**src/rtl/rv32m_pkg.sv**
```systemverilog
// rtl/rv32m_pkg.sv - shared op/state encodings and signedness mapping for the multiply controller
package rv32m_pkg;

  typedef enum logic [1:0] {
    OP_MUL    = 2'b00,
    OP_MULH   = 2'b01,
    OP_MULHSU = 2'b10,
    OP_MULHU  = 2'b11
  } op_t;

  typedef enum logic [2:0] {
    IDLE,
    ISSUE,
    WAIT,
    CAPTURE,
    RESP
  } state_t;

  // is_signed bit1 qualifies rs1, bit0 qualifies rs2
  localparam logic [1:0] SGN_MUL    = 2'b00;
  localparam logic [1:0] SGN_MULH   = 2'b11;
  localparam logic [1:0] SGN_MULHSU = 2'b10;
  localparam logic [1:0] SGN_MULHU  = 2'b00;

  function automatic logic [1:0] sign_mode(input op_t o);
    case (o)
      OP_MULH:   return SGN_MULH;
      OP_MULHSU: return SGN_MULHSU;
      OP_MULHU:  return SGN_MULHU;
      default:   return SGN_MUL;
    endcase
  endfunction

endpackage

```
**src/rtl/pp_mul32.sv**
```systemverilog
// rtl/pp_mul32.sv - fixed-latency 32x32->64 multiplier datapath with a one-cycle finished pulse
module pp_mul32 #(
  parameter int LATENCY = 4
) (
  input  logic        CLK,
  input  logic        nRST,
  input  logic        start,
  input  logic [1:0]  is_signed,
  input  logic [31:0] a,
  input  logic [31:0] b,
  output logic        finished,
  output logic [63:0] product
);
  localparam int CW = $clog2(LATENCY + 1);

  logic [CW-1:0] cnt;
  logic [63:0]   a_ext;
  logic [63:0]   b_ext;

  // Sign-extend to 64 bits so the modulo-2^64 product is the correct signed/unsigned result
  assign a_ext = {{32{is_signed[1] & a[31]}}, a};
  assign b_ext = {{32{is_signed[0] & b[31]}}, b};

  always_ff @(posedge CLK or negedge nRST) begin
    if (!nRST) begin
      cnt      <= '0;
      finished <= 1'b0;
      product  <= '0;
    end else if (start) begin
      cnt      <= CW'(LATENCY - 1);
      finished <= (LATENCY == 1);
      product  <= a_ext * b_ext;
    end else begin
      finished <= (cnt == CW'(1));
      if (cnt != '0) cnt <= cnt - CW'(1);
    end
  end

endmodule

```
**src/rtl/mul_seq_ctrl.sv**
```systemverilog
// rtl/mul_seq_ctrl.sv - request/response sequencer around pp_mul32 with timeout and flush
// Define MUL_RESULT_CACHE_EN to add a one-entry result cache that bypasses the multiplier on a hit.
module mul_seq_ctrl
  import rv32m_pkg::*;
#(
  parameter int MAX_WAIT    = 8,
  parameter int MUL_LATENCY = 4
) (
  input  logic        CLK,
  input  logic        nRST,
  input  logic        req_valid,
  output logic        req_ready,
  input  logic [1:0]  op,
  input  logic [31:0] rs1,
  input  logic [31:0] rs2,
  input  logic        flush,
  output logic        resp_valid,
  input  logic        resp_ready,
  output logic [31:0] resp_data,
  output logic        resp_err,
  output logic        busy
);
  localparam int CW = $clog2(MAX_WAIT + 1);

  state_t        state, state_nx;
  op_t           op_q;
  logic [1:0]    sgn_q;
  logic [31:0]   rs1_q, rs2_q;
  logic [63:0]   prod_q, mul_product, hit_prod;
  logic [CW-1:0] wait_cnt;
  logic          err_q, start, finished, accept, hit, timeout;

  // flush wins over any handshake in the same cycle
  assign req_ready  = (state == IDLE) && !flush;
  assign accept     = req_valid && req_ready;
  assign start      = (state == ISSUE) && !flush;
  assign timeout    = (state == WAIT) && !finished && (wait_cnt == CW'(MAX_WAIT));
  assign busy       = (state != IDLE);
  assign resp_valid = (state == RESP) && !flush;
  assign resp_err   = resp_valid && err_q;
  assign resp_data  = (state != RESP || err_q) ? '0 :
                      (op_q == OP_MUL) ? prod_q[31:0] : prod_q[63:32];

`ifdef MUL_RESULT_CACHE_EN
  logic        c_valid;
  logic [31:0] c_rs1, c_rs2;
  logic [1:0]  c_sgn;
  logic [63:0] c_prod;

  assign hit = c_valid && (rs1 == c_rs1) && (rs2 == c_rs2) &&
               ((op_t'(op) == OP_MUL) || (sign_mode(op_t'(op)) == c_sgn));
  assign hit_prod = c_prod;

  always_ff @(posedge CLK or negedge nRST) begin
    if (!nRST) begin
      c_valid <= 1'b0;
      c_rs1   <= '0;
      c_rs2   <= '0;
      c_sgn   <= '0;
      c_prod  <= '0;
    end else if (flush || timeout) begin
      c_valid <= 1'b0;
    end else if (state == CAPTURE) begin
      c_valid <= 1'b1;
      c_rs1   <= rs1_q;
      c_rs2   <= rs2_q;
      c_sgn   <= sgn_q;
      c_prod  <= mul_product;
    end
  end
`else
  assign hit      = 1'b0;
  assign hit_prod = '0;
`endif

  pp_mul32 #(.LATENCY(MUL_LATENCY)) u_mul (
    .CLK       (CLK),
    .nRST      (nRST),
    .start     (start),
    .is_signed (sgn_q),
    .a         (rs1_q),
    .b         (rs2_q),
    .finished  (finished),
    .product   (mul_product)
  );

  always_comb begin
    state_nx = state;
    if (flush) begin
      state_nx = IDLE;
    end else begin
      case (state)
        IDLE:    if (accept) state_nx = hit ? RESP : ISSUE;
        ISSUE:   state_nx = WAIT;
        WAIT:    if (finished) state_nx = CAPTURE;
                 else if (timeout) state_nx = RESP;
        CAPTURE: state_nx = RESP;
        RESP:    if (resp_ready) state_nx = IDLE;
        default: state_nx = IDLE;
      endcase
    end
  end

  always_ff @(posedge CLK or negedge nRST) begin
    if (!nRST) begin
      state    <= IDLE;
      op_q     <= OP_MUL;
      sgn_q    <= '0;
      rs1_q    <= '0;
      rs2_q    <= '0;
      prod_q   <= '0;
      err_q    <= 1'b0;
      wait_cnt <= '0;
    end else begin
      state <= state_nx;
      if (accept) begin
        op_q  <= op_t'(op);
        sgn_q <= sign_mode(op_t'(op));
        rs1_q <= rs1;
        rs2_q <= rs2;
        err_q <= 1'b0;
        if (hit) prod_q <= hit_prod;
      end
      // wait_cnt holds the number of cycles elapsed since the start pulse
      if (state == ISSUE) wait_cnt <= CW'(1);
      else if (state == WAIT) wait_cnt <= wait_cnt + CW'(1);
      if (state == CAPTURE && !flush) prod_q <= mul_product;
      if (timeout && !flush) err_q <= 1'b1;
    end
  end

endmodule

```
**config.mk**
```make
export PLATFORM = sky130hd
export DESIGN_NAME = mul_seq_ctrl
export DESIGN_NICKNAME = d
export VERILOG_FILES = /design/src/rtl/rv32m_pkg.sv /design/src/rtl/pp_mul32.sv /design/src/rtl/mul_seq_ctrl.sv
export SDC_FILE = /design/constraint.sdc
export NUM_CORES = 2
export LEC_CHECK = 0
export BUFFER_PORTS_ARGS = -buffer_cell sky130_fd_sc_hd__clkbuf_2
export CAP_MARGIN = 20
export CORE_UTILIZATION = 65
export DETAILED_ROUTE_END_ITERATION = 16
export MAX_ROUTING_LAYER = met4
export PLACE_DENSITY_LB_ADDON = 0.1
export SYNTH_ARGS = -nofsm -noshare
export SYNTH_HDL_FRONTEND = slang
export SYNTH_SLANG_ARGS = --single-unit
```
**constraint.sdc**
```tcl
create_clock -name CLK -period 11 [get_ports CLK]
set_input_delay 2.2 -clock CLK [delete_from_list [all_inputs] [get_ports CLK]]
set_output_delay 2.2 -clock CLK [all_outputs]
set_load 0.02 [all_outputs]
```
Word-level counts from Yosys, hierarchy flattened
Cells that the tools add are included.
Widths: inputs -> output; s select.
- $add $sub $neg: 2
- $mul: 1
- eq/ne operators: 12
- muxes and demuxes: 16
- bitwise logic cells: 2
- reduce and logical (&&, ||, !) cells: 20
- operators with widths (operator ; number):
    $mul 33x33->64 ; 1
    $mux 32 ; 2
    $mux 3 ; 7
    $pmux 3 s5 ; 1
    $logic_and 1x1->1 ; 9
    $ne 3x3->1 const B ; 3
    $mux 4 ; 2
    $eq 3x1->1 const B ; 2
    $eq 3x2->1 const B ; 2
    $reduce_bool 2->1 ; 3
    $reduce_bool 3->1 ; 2
    $add 4x1->4 const B ; 1
    $eq 4x4->1 const B ; 1
    $ne 4x3->1 const B ; 1
    $pmux 2 s2 ; 1
    $eq 3x3->1 const B ; 1
    $logic_not 3->1 ; 1
    $mux 1 ; 3
    $reduce_and 3->1 ; 1
    $sub 3x1->3 const B ; 1
    $and 1x1->1 ; 2
    $eq 2x1->1 const B ; 1
    $eq 2x2->1 const B ; 1
    $logic_not 1->1 ; 2
    other kinds (2) ; 2
- register bits: 208
- bits of input ports: 71
- logic and storage cells: 64

Depth between registers and ports, before layout
- depth after elaboration: 7
- mapped depth: 31
- gate-level depth less buffers: 28

Hierarchy
Synthesis repeated with hierarchy kept, for this count alone.
- cells, all modules: 4792
- area total of the unflattened synthesis: 46445.8 um^2
- modules (own cells, without submodules) (module ; times used ; cells each ; area an instance (um^2) ; seq. area each (um^2)):
    pp_mul32 ; 1 ; 4340 ; 40501.3 ; 1701.6
    mul_seq_ctrl ; 1 ; 452 ; 5944.5 ; 3503.4

Worst setup path before layout
No wires, ideal clock.
- path kind: flip-flop to flip-flop
- from: register sgn_q[1]
- to: register u_mul.product[61]
- setup time: 67 ps
- arrival: 7667 ps
- required time: 10933 ps
- setup slack: 3266 ps
- cell stages (with the launch flop): 30
- period minus slack after synthesis: 7734 ps
- path through: dfrtp_1 and2_1 clkbuf_1 clkbuf_1 nand2_1 inv_1 fa_1 fa_1 fa_1 inv_1 fa_1 inv_1 fa_1 fa_1 fa_1 inv_1 fa_1 inv_1 ha_1 buf_2 nor2_1 nor2_1 o211ai_1 and2_1 or4_1 a21oi_1 o22ai_1 o22ai_1 mux2i_1 o22a_1
- word-level cells in the longest chain between the ends: 2
- RTL lines (element ; line ; text):
    start: declaration ; mul_seq_ctrl.sv:27 ; logic [1:0] sgn_q;
    start signal: assignment ; mul_seq_ctrl.sv:118 ; sgn_q <= sign_mode(op_t'(op));
    $and 1x1->1 ; pp_mul32.sv:21 ; assign a_ext = {{32{is_signed[1] & a[31]}}, a};
    $mul 33x33->64 ; pp_mul32.sv:32 ; product <= a_ext * b_ext;
    end signal: assignment ; pp_mul32.sv:32 ;
    end: declaration ; pp_mul32.sv:12 ; output logic [63:0] product
No other way between the ends.
A chain may end at the register's enable or synchronous reset.

Worst setup path after layout
- from: register sgn_q[1]
- to: register u_mul.product[59]
Same word-level chain as after synthesis.

==> impl_metrics.ini <==
[sta]
fin_skew_ns = 0.0572
fin_crit_sh = 0.804
slew_viol_final = 0
max_freq_ghz = 0.113
setup-violations-final = 0
layout_setup_ws_ns = 2.16
worst_pin_slew_ns = 1.01
period_minus_slack_ns = 8.84
hold_viol_final = 0
fin_tns_setup_ns = 0
rsz0062_at_grt = no
slew_headroom = 0.323

[die]
die-area_um2 = 72400
ioPinCount = 107
initial_core_util = 0.660
core_um2 = 70300
dieHeight_um = 269
die_w_um = 269
std_cell_rows = 97

[yosys]
ys.flop_type = dfrtp_1
synth_edf_count = 0
ys_async_sr_fraction = 1.00
synthAdderAreaFrac = 0.544
yosys.area.top_type = fa_1
ys_types = 59
ys_top_cells_by_count = 1148 x inv_1, 1125 x fa_1, 850 x nand2_1
yosysMostFrequentCell = inv_1
ys_top_cells_by_area = fa_1 49%, dfrtp_1 11%, inv_1 9.3%
synth_top_family_by_area = adder cells
ys_ff_latch = 208
synth_simple_gate_area_share = 0.142
seq_area_frac_synth = 0.112
synth-xor-area-share = 0.0143
ys.warnings.count = 0
yosys.area.top_type_share = 0.485
netlist_instances = 4906
netlist_area_um2 = 46400
synth_fp_nets = 6320
synth.avg_cell_area_um2 = 9.46
synth-compound-area-share = 0.0399
synthMuxAreaShare = 0.0322

[cts]
cts_hold_buf = 0
clk_path_buf_depth = 3
cts.repair.resized = 0
cts_made_buffers = 26
clk_latency_ns = 0.60
post_cts_buffers = 0
clk_pin_slew_ns = 0.06
clock-sinks = 208
clock-root-buffer = clkbuf_16
cts.htree.levels = 1
cts_tree = built

[place]
place_congestion = 0.947
portBuffers = 106
placed_cell_area_um2 = 47500
dp_hpwl_um = 95400
pre_cts_ws_ns = 2.23

[final_layout]
finalNetCount = 6236
syn2layout_area_growth_pct = 4.40
final_cell_area_um2 = 48400
drive_above_1_share = 0.0804

[global_routing]
overflow = 0
grt_start_max_net_pins = 97
grt_antenna_before_repair = 1
grt_pass1_vias = 36000
track_usage = 0.368
grt_pass1_wl_um = 198000

[worst_setup_path]
cp_slowest_cell = and2_1
cp.depth = 26
startpoint = sgn_q[1]
critical_path.most_common_cell = fa_1
timing.rr.end = u_mul.product[59]
cp.arrival_ns = 9.24
critPathMaxStageDelay_ns = 0.68
critical_path.endpoint = u_mul.product[59]
required_ns = 11.39
path_buf_inv = 6
critPathKind = reg -> reg
end_kind = flop
cp-start-kind = flop
worstReg2RegStart = sgn_q[1]
crit_path_max_fanout = 18
cp_top_family = adder cells
r2r_cells = 26
regToRegSetupSlack_ns = 2.16

[detailed_routing]
wire_per_inst_um = 21.2
drt-initial-drc-count = 3081
viasPerCell = 5.70
vias = 33000
dr.pass1.iters = 6
antenna_left = 0
drc_errors = 0
routed_wl_um = 122000

[min_path]
hold_path_class = reg -> reg
worstHoldStart = u_mul.product[2]

[status]
outcome = finished, final reports clean

[flow_run]
drv_cap = 0
placed cells by master, fill, tap and decap left out, types with 20 or more instances in the layout:
cell       synthesis  final
o21ai_0           95     95
clkbuf_16          0     26
ha_1             218    218
nor2_1            57     56
and3_1            23     23
fa_1            1125   1125
dfrtp_2            0     20
mux2_2           130    130
a21o_1            24     24
inv_1           1148   1148
clkbuf_2           0    105
nand2_1          850    849
xor2_1            25     25
dfrtp_1          208    188
a21oi_1           99     99
and2_1           384    384
xnor2_1           51     51
buf_4              0     58
worst min-delay path, cell delays in order, from the launching register on:
cell	delay, ns
dfrtp_1	0.34
nand2_1	0.05
nand2_1	0.05
flip-flops by register name, summed over array words and instances, names as in the netlist:
signal and count:
prod_q 64, state 3, u_mul.finished 1, rs2_q 32, op_q 2, rs1_q 32, sgn_q 2, u_mul.cnt 3
err_q 1, u_mul.product 64, wait_cnt 4
per-stage QoR:
step	util	std cells	hold slack [ns]
final	0.689	5783	0.472
after global routing	0.689	5782	0.498
after CTS	0.689	5780	0.475
after detailed placement	0.677	5733	0.458
after global placement	0.677	5733	0.451
after floorplan	-	4906	0.433
cells by family after synthesis:
logic type | count (synthesis)
flops | 208
compound gates | 306
fa+ha+maj | 1343
buf+inv | 1425
xor+xnor | 76
simple gates | 1415
mux | 133
per-layer routing:
layer  track usage  part of all wire
met2         0.559              0.45
met5             -                 0
met4        0.0989             0.031
met3        0.0919              0.12
met1         0.498              0.40
final cells by class:
cell class	count	area, µm²
multi-input combinational	3273	35900
fill	5573	21800
antenna	2	5.00
sequential	208	5230
timing repair buffer	165	1000
inverter	1148	4310
clock buffer	32	713
clock inverter	15	143
tap	940	1180
worst min path at each step:
stage | cells after the start | to
6_report | 2 | u_mul.product[2]
5_1_grt | 2 | u_mul.product[5]
4_1_cts | 2 | u_mul.product[2]
3_5_place_dp | 2 | u_mul.product[2]
3_3_place_gp | 2 | u_mul.product[0]
2_1_floorplan | 2 | u_mul.product[0]
Power is not shown: default switching activity piles up to over one toggle a cycle in this logic, so the estimate is an artifact.
